**config.mk**
```make
export PLATFORM = sky130hd
export DESIGN_NAME = instruction_memory_loader
export DESIGN_NICKNAME = d
export VERILOG_FILES = /design/src/rtl/instr_mem_pkg.sv /design/src/rtl/instr_byte_packer.sv /design/src/rtl/instruction_memory_loader.sv
export SDC_FILE = /design/constraint.sdc
export NUM_CORES = 1
export LEC_CHECK = 0
export CAP_MARGIN = 20
export CORE_UTILIZATION = 40
export CTS_CLUSTER_SIZE = 14
export DETAILED_ROUTE_END_ITERATION = 16
export GPL_ROUTABILITY_DRIVEN = 0
export GPL_TIMING_DRIVEN = 0
export PLACE_DENSITY_LB_ADDON = 0.2
export RECOVER_POWER = 100
export SYNTH_ARGS = -nofsm -noshare
export SYNTH_HDL_FRONTEND = slang
export SYNTH_SLANG_ARGS = --single-unit
```
**constraint.sdc**
```tcl
create_clock -name clk -period 2 [get_ports clk]
set_input_delay 0.2 -clock clk [delete_from_list [all_inputs] [get_ports clk]]
set_output_delay 0.2 -clock clk [all_outputs]
set_load 0.02 [all_outputs]
```
**src/rtl/instr_mem_pkg.sv**
```systemverilog
// Shared widths and FSM state encoding for the instruction memory loader.
package instr_mem_pkg;
    localparam int ADDR_WIDTH      = 4;
    localparam int INSTR_WIDTH     = 32;
    localparam int DEPTH           = 1 << ADDR_WIDTH;
    localparam int BYTES_PER_INSTR = 4;

    typedef enum logic [1:0] {
        ST_IDLE    = 2'd0,
        ST_COLLECT = 2'd1,
        ST_WRITE   = 2'd2,
        ST_DONE    = 2'd3
    } state_e;

    function automatic logic [ADDR_WIDTH:0] clamp_count(input logic [ADDR_WIDTH:0] n);
        return (n > (ADDR_WIDTH+1)'(DEPTH)) ? (ADDR_WIDTH+1)'(DEPTH) : n;
    endfunction
endpackage

```
**src/rtl/instr_byte_packer.sv**
```systemverilog
// Packs accepted bytes little-endian into a 32-bit word; word_full flags the cycle the 4th byte lands.
module instr_byte_packer
    import instr_mem_pkg::*;
(
    input  logic                   clk,
    input  logic                   rst_n,
    input  logic                   clear,
    input  logic                   accept,
    input  logic [7:0]             byte_in,
    output logic [INSTR_WIDTH-1:0] word,
    output logic                   word_full
);
    logic [1:0]             idx_q;
    logic [INSTR_WIDTH-1:0] word_q;

    // word already includes the byte being accepted, so the top can latch it on the same edge
    always_comb begin
        word = word_q;
        if (accept) begin
            word[{idx_q, 3'b000} +: 8] = byte_in;
        end
    end

    assign word_full = accept && (idx_q == 2'd3);

    always_ff @(posedge clk or negedge rst_n) begin
        if (!rst_n) begin
            idx_q  <= 2'd0;
            word_q <= '0;
        end else if (clear) begin
            idx_q  <= 2'd0;
            word_q <= '0;
        end else if (accept) begin
            idx_q  <= idx_q + 2'd1;
            word_q <= word;
        end
    end
endmodule

```
**src/rtl/instruction_memory_loader.sv**
```systemverilog
// Byte-stream to instruction-memory write loader; optional running checksum under INSTR_LOADER_CHECKSUM_EN.
//   state   | meaning
//   IDLE    | waiting for start
//   COLLECT | accepting bytes of the current word
//   WRITE   | one-cycle memory write strobe
//   DONE    | one-cycle done pulse
module instruction_memory_loader
    import instr_mem_pkg::*;
(
    input  logic                   clk,
    input  logic                   rst_n,
    input  logic                   start,
    input  logic [ADDR_WIDTH:0]    word_count,
    input  logic [7:0]             byte_in,
    input  logic                   byte_valid,
    output logic                   byte_ready,
    output logic [ADDR_WIDTH-1:0]  mem_address,
    output logic                   mem_write_en,
    output logic [INSTR_WIDTH-1:0] mem_write_data,
    output logic                   busy,
    output logic                   done
`ifdef INSTR_LOADER_CHECKSUM_EN
    ,
    output logic [INSTR_WIDTH-1:0] checksum
`endif
);
    state_e                 state_q;
    logic [ADDR_WIDTH-1:0]  addr_q;
    logic [ADDR_WIDTH:0]    count_q;
    logic [ADDR_WIDTH:0]    written_q;
    logic [ADDR_WIDTH:0]    written_d;
    logic                   byte_ready_q;
    logic                   wr_en_q;
    logic [INSTR_WIDTH-1:0] wr_data_q;
    logic                   busy_q;
    logic                   done_q;

    logic                   accept;
    logic                   pack_clear;
    logic [INSTR_WIDTH-1:0] packed_word;
    logic                   word_full;

    assign accept     = byte_valid && byte_ready_q;
    assign pack_clear = (state_q == ST_IDLE) && start;
    assign written_d  = written_q + (ADDR_WIDTH+1)'(1);

    instr_byte_packer u_packer (
        .clk       (clk),
        .rst_n     (rst_n),
        .clear     (pack_clear),
        .accept    (accept),
        .byte_in   (byte_in),
        .word      (packed_word),
        .word_full (word_full)
    );

    always_ff @(posedge clk or negedge rst_n) begin
        if (!rst_n) begin
            state_q      <= ST_IDLE;
            addr_q       <= '0;
            count_q      <= '0;
            written_q    <= '0;
            byte_ready_q <= 1'b0;
            wr_en_q      <= 1'b0;
            wr_data_q    <= '0;
            busy_q       <= 1'b0;
            done_q       <= 1'b0;
        end else begin
            wr_en_q <= 1'b0;
            done_q  <= 1'b0;
            case (state_q)
                ST_IDLE: begin
                    if (start) begin
                        if (word_count == '0) begin
                            state_q <= ST_DONE;
                            done_q  <= 1'b1;
                        end else begin
                            count_q      <= clamp_count(word_count);
                            addr_q       <= '0;
                            written_q    <= '0;
                            busy_q       <= 1'b1;
                            byte_ready_q <= 1'b1;
                            state_q      <= ST_COLLECT;
                        end
                    end
                end
                ST_COLLECT: begin
                    if (word_full) begin
                        byte_ready_q <= 1'b0;
                        wr_en_q      <= 1'b1;
                        wr_data_q    <= packed_word;
                        state_q      <= ST_WRITE;
                    end
                end
                ST_WRITE: begin
                    written_q <= written_d;
                    // Last word leaves the address on the final location instead of wrapping to 0
                    if (written_d == count_q) begin
                        busy_q  <= 1'b0;
                        done_q  <= 1'b1;
                        state_q <= ST_DONE;
                    end else begin
                        addr_q       <= addr_q + ADDR_WIDTH'(1);
                        byte_ready_q <= 1'b1;
                        state_q      <= ST_COLLECT;
                    end
                end
                ST_DONE: begin
                    state_q <= ST_IDLE;
                end
                default: begin
                    state_q <= ST_IDLE;
                end
            endcase
        end
    end

    assign byte_ready     = byte_ready_q;
    assign mem_address    = addr_q;
    assign mem_write_en   = wr_en_q;
    assign mem_write_data = wr_data_q;
    assign busy           = busy_q;
    assign done           = done_q;

`ifdef INSTR_LOADER_CHECKSUM_EN
    logic [INSTR_WIDTH-1:0] checksum_q;

    always_ff @(posedge clk or negedge rst_n) begin
        if (!rst_n) begin
            checksum_q <= '0;
        end else if (pack_clear) begin
            checksum_q <= '0;
        end else if (state_q == ST_WRITE) begin
            checksum_q <= checksum_q + wr_data_q;
        end
    end

    assign checksum = checksum_q;
`endif
endmodule

```
==> results of run 1 <==
==> repair_timing <==
action | CTS | global route
endpoints found under the hold margin | 21 | 0
resized for setup | 18 | 6
pin swaps | 2 | 4
hold buffers | 1 | 0
endpoints found under the setup margin | 64 | 16
buffers inserted | 5 | 2
==> layer usage <==
metal,up-vias,global-route usage [%]
met5,-,0
met1,1316,24.89
met4,0,5.000
met2,63,31.64
met3,4,4.428
li1,1276,-
==> sequential cells by signal (all words and copies together), names as in the netlist <==
register,cells
u_packer.idx_q,2
count_q,5
busy,1
u_packer.word_q,27
written_q,5
byte_ready,1
done,1
mem_address,4
state_q,2
mem_write_data,32
mem_write_en,1
==> layout make-up <==
class	instances	area, um2	share of cell area [%]
sequential	81	2028	45.47
multi-input combinational	221	1391	31.19
timing repair buffer	64	630.6	14.14
clock buffer	12	165.2	3.703
tap	105	131.4	2.945
buffer	15	71.32	1.599
clock inverter	3	23.77	0.5330
inverter	5	18.77	0.4208
==> kinds of logic after synthesis <==
group	count (synthesis)	share of synthesized area, %
flops	81	59.36
buf+inv	21	2.382
simple gates	122	17.30
fa+ha+maj	7	2.565
xor+xnor	8	2.455
compound gates	84	15.94
==> worst max-delay path: stages, from the launching register on <==
cell and delay (ns):
dfrtp_1 0.42, ha_4 0.19, or3b_1 0.37, a211oi_2 0.21, o311a_4 0.25, nor2_1 0.07, a221o_1 0.30
==> placed cells by master (no fill, tap or decap), types with 2 or more instances in the layout <==
cell type        instances
nor3b_2                  2
clkbuf_2                 4
nand3_4                  2
clkbuf_1                 9
nor4b_4                  3
buf_4                    5
nand2b_1                 2
o21a_1                   3
clkdlybuf4s50_1         14
nand3_1                  7
ha_1                     6
inv_1                    4
nand2_1                 56
buf_2                    2
clkinvlp_4               2
a21oi_1                  3
nor2_1                  33
clkbuf_4                 3
dfrtp_1                 80
xnor2_1                  3
or4_1                    2
a22oi_1                 27
and3_1                   2
xor2_1                   3
dlygate4sd3_1           41
o21ai_0                 40
nand3b_1                 4
clkbuf_8                12
nor2b_1                  2
==> cells in the mapped netlist (2+ instances only) <==
library cell / number
clkbuf_1: 14
nor2_1: 33
xor2_1: 4
and3_1: 2
buf_2: 2
o21a_1: 3
dfrtp_1: 81
nor4b_2: 3
xnor2_1: 3
nand3_2: 2
nor2b_1: 2
nand3_1: 8
nand2_1: 56
nand2b_1: 2
a21oi_1: 3
ha_1: 7
o21ai_0: 40
nand3b_1: 4
a22oi_1: 27
inv_1: 5
or4_1: 2
==> report_power, final <==
part	internal, mW	leakage, nW	total, mW	switching, mW
clock network	0.551	0.0911	1.14	0.584
registers	1.70	1.10	1.77	0.0727
logic	0.201	0.921	0.449	0.247
total	2.45	2.12	3.36	0.904
==> worst max path at each step <==
stage                                  from            endpoint  slack [ns]
after CTS                      written_q[0]      mem_address[1]        0.04
after global placement                rst_n  mem_write_data[11]       -2.18
after detailed placement  u_packer.idx_q[0]  mem_write_data[23]       -0.40
final                          written_q[1]      mem_address[1]        0.09
after floorplan                written_q[0]      mem_address[1]        0.07
after global routing             byte_ready  mem_write_data[13]       0.004
==> results.cfg, run 1 <==
[detailed_routing]
drc = 0
wire_per_inst_um = 15.73
firstDrtPassIters = 4
met1Wirelength_um = 3652
vias = 2659
viasPerCell = 5.255
wl_met2_um = 3920
highest_layer = met4
postRouteAntennaNets = 0
dr.first_iter.drc_count = 135
wl_met3_um = 335
wl_um = 7959

[clock_tree]
cts_made_buffers = 9
cts_tree = done
htreeDepth = 3
cts_sinks = 81
worstSkewPairLatency_ns = 0.34
clock_path_buffers = 2
root_buffer = clkbuf_8
path_clk_slew_ns = 0.08

[floorplan]
num_rows = 33
fp.dieH_um = 94.39
die-area_mm2 = 0.008909
core_mm2 = 0.008258
die_w_um = 94.39
num_io_pins = 57
initial_core_util_pct = 41.35

[timing]
setup_viol = 0
setup_tns_ns = 0
fin_ws_ns = 0.09060
max_slew.worst_pin.slew_ns = 0.6885
rsz0062_at_grt = no
slew_viol_final = 0
hold_slack_ns = 0.2209
max-slew-margin-rel_pct = 54.10
hold_violations = 0
fmax_mhz = 523.7
final.min_clock_period_ns = 1.909
period_share_pct = 95.47
worst_clock_skew_ns = 0.009570

[power]
leakage_nw = 2.116
cellPowerDensity_mw_per_mm2 = 752.7
ir_worst_vdd_v = 0.0003216
finalPower_mw = 3.357

[synthesis]
syn_avg_cell_area_um2 = 10.57
synth_top_cells_by_area = dfrtp_1, nand2_1, a22oi_1
seq_area_frac_synth_pct = 59.36
synth_flop_cell = dfrtp_1
synth.distinct_cells = 41
yosysTopAreaCell = dfrtp_1
netlist_area_mm2 = 0.003415
synth_edf_count = 0
ys_warn_count = 0
yosys.area.top_type_share_pct = 59.36
yosys_register_bits = 81
synth_async_sr_flop_share_pct = 100.0
synth_cells = 323
syn_nets = 347

[min_path]
hold_class = input pin to flop
holdPathStages = 3
min_to = u_packer.idx_q[1]
hold_start = byte_valid

[placement]
dp_hpwl_um = 5539
post-place-ws_ns = -0.3987
io_buffers = 55
dpl_cell_area_mm2 = 0.004121
dp_cells = 484

[grt]
grt_pass1_vias = 2625
globalRoute.totalOverflow = 0
grt_max_degree = 73
grt_usage_pct = 18.99
grt_pass1_wl_um = 12910
antenna_found_initial = 0

[finish]
n_fill_cell = 781
post-route-util_pct = 54.02
diodes = 0
areaGrowthSynthToFinish_pct = 30.63
fin_nets = 421
final_area_mm2 = 0.004461
layout-drive-gt1-share_pct = 11.72
final_cells = 506

[status]
status = completed

[setup_path]
r2r_start = written_q[1]
cp_max_fo = 7
critPathKind = flop to flop
r2r_end = mem_address[1]
arrival_ns = 2.13
reg2reg_depth = 6
worstSetupEndpointType = flop
r2r_setup_slack_ns = 0.09
critPathLaunchType = flop
cp.required_ns = 2.22

[job]
cap_violations = 0
Power figures use the tool's default switching activity.
==> run 2: changes to the inputs <==
- CAP_MARGIN: 20 -> 10
==> results of run 2 <==
The final DEF is identical to that of run 1; final timing and power are the same.
==> run 3: changes to the inputs <==
- CORE_UTILIZATION: 40 -> 47
- SLEW_MARGIN: default -> 20
==> run 3 against run 2 <==
Net effect:
- first-iteration DRC count rose by 18%
- flip-flop and latch count did not move
- global-route usage rose by 3.5 points
- via count rose by 2.0%
- power rose by 6.4%
- non-clock buffer count rose by 5
- fmax fell by 1.5%
- critical endpoint unchanged
- largest power group unchanged
==> results.cfg, run 3 (synthesis results as in run 1) <==
[setup_path]
r2r_setup_slack_ns = 0.06
cp.required_ns = 2.23
r2r_start = written_q[1]
critPathKind = flop to flop
worstSetupEndpointType = flop
critPathLaunchType = flop
reg2reg_depth = 6
r2r_end = mem_address[1]
arrival_ns = 2.16
cp_max_fo = 8

[clock_tree]
cts_tree = done
root_buffer = clkbuf_8
clock_path_buffers = 2
cts_sinks = 81
cts_made_buffers = 9
path_clk_slew_ns = 0.08
htreeDepth = 3
worstSkewPairLatency_ns = 0.34

[placement]
dp_cells = 475
dp_hpwl_um = 5281
io_buffers = 55

[timing]
max_slew.worst_pin.slew_ns = 0.9234
setup_tns_ns = 0
setup_viol = 0
worst_clock_skew_ns = 0.01205
slew_viol_final = 0
final.min_clock_period_ns = 1.938
max-slew-margin-rel_pct = 38.44
hold_violations = 0
period_share_pct = 96.91
fmax_mhz = 515.9

[floorplan]
fp.dieH_um = 87.24
die_w_um = 87.24
num_rows = 30
die-area_mm2 = 0.007610
initial_core_util_pct = 49.44
core_mm2 = 0.006907
num_io_pins = 57

[min_path]
hold_start = byte_valid
hold_class = input pin to flop
holdPathStages = 3
min_to = u_packer.idx_q[1]

[detailed_routing]
viasPerCell = 5.394
firstDrtPassIters = 4
dr.first_iter.drc_count = 159
postRouteAntennaNets = 0
wire_per_inst_um = 15.56
wl_um = 7825
vias = 2713
drc = 0

[grt]
gr-usage-met3_pct = 4.265
grt_pass1_wl_um = 12700
grt_usage_pct = 22.47
antenna_found_initial = 0
globalRoute.totalOverflow = 0
met2_usage_pct = 35.93
busiest_layer = met2
grt_pass1_vias = 2572
use_met1_pct = 29.29
grt_max_degree = 47

[finish]
fin_nets = 426
layout-drive-gt1-share_pct = 14.00
diodes = 0
final_cells = 503
n_fill_cell = 581
areaGrowthSynthToFinish_pct = 32.10
largest_reg_flops = 32
layout_commonest_cell = dfrtp_1
final_cell_mix = dfrtp_1, nand2_1, dlygate4sd3_1

[power]
leakage_nw = 2.155
ir_worst_vdd_v = 0.0005397
cellPowerDensity_mw_per_mm2 = 792.3

[status]
status = completed

[job]
cap_violations = 0
-- run 3: cell types whose count changed in the layout (fill, tap and decap cells not counted), moves of 2 or more --
| cell | previous run | this run |
|---|---|---|
| buf_4 | 5 | 12 |
| nor4b_4 | 3 | 1 |
| nand3_2 | 1 | 3 |
| clkinv_2 | 0 | 2 |
| buf_2 | 2 | 5 |
| clkbuf_2 | 4 | 1 |
| bufinv_16 | 0 | 2 |
-- run 3: power breakdown --
part / switching (mW) / total [mW] / internal [mW]
registers: 0.0641 / 1.76 / 1.70
logic: 0.250 / 0.467 / 0.217
clock network: 0.575 / 1.34 / 0.767
total: 0.889 / 3.57 / 2.68
-- run 3: worst max path at each step --
stage / endpoint / slack, ns / depth (start not counted) / start
finish: mem_address[1] / 0.06 / 6 / written_q[1]
global route: mem_address[1] / -0.01 / 6 / written_q[1]
CTS: mem_address[1] / 0.03 / 6 / written_q[1]
detailed placement: mem_write_data[2] / -0.36 / 6 / u_packer.idx_q[0]
global placement: mem_write_data[15] / -2.10 / 1 / rst_n
floorplan: mem_address[1] / 0.07 / 6 / written_q[0]
-- run 3: area by class of cell --
type	count	area, um2	area share, %
buffer	16	77.57	1.720
clock buffer	11	151.4	3.356
clock inverter	5	77.57	1.720
inverter	5	18.77	0.4161
multi-input combinational	221	1371	30.40
sequential	81	2028	44.97
tap	96	120.1	2.663
timing repair buffer	68	665.6	14.76
-- run 3: metrics by stage --
| step | total power [mW] | util, % | hold slack [ns] | worst slack [ns] | instance area (um2) |
|---|---|---|---|---|---|
| after floorplan | 2.011 | - | -0.09559 | 0.06556 | 3415 |
| after global placement | 2.156 | 59.15 | 0.4686 | -2.104 | 4085 |
| after detailed placement | 2.177 | 59.51 | 0.1904 | -0.3573 | 4110 |
| after CTS | 3.587 | 64.42 | 0.1979 | 0.02581 | 4449 |
| after global routing | 3.716 | 65.31 | 0.2363 | -0.01180 | 4511 |
| final | 3.574 | 65.31 | 0.2289 | 0.06170 | 4511 |
-- run 3: repair_timing --
action,in CTS,in global routing
endpoints found under the setup margin,70,45
hold buffers,1,0
gates resized for setup,16,19
buffers inserted,5,6
hold endpoints to repair,35,0
pin swaps,2,7
-- run 3: layer usage --
layer  wire, um  share of wire [%]  up-vias
met4        215                2.7        0
met1       3421                 44     1339
li1           -                  -     1283
met3        373                4.8       19
met2       3814                 49       72
met5          0                  0        -
-- run 3: critical path, cell delays in order, from the launching register on --
cell and delay [ns]:
dfrtp_1 0.40, ha_4 0.18, or3b_4 0.38, a211oi_2 0.21
o311a_4 0.28, nor2_2 0.06, a221o_1 0.30
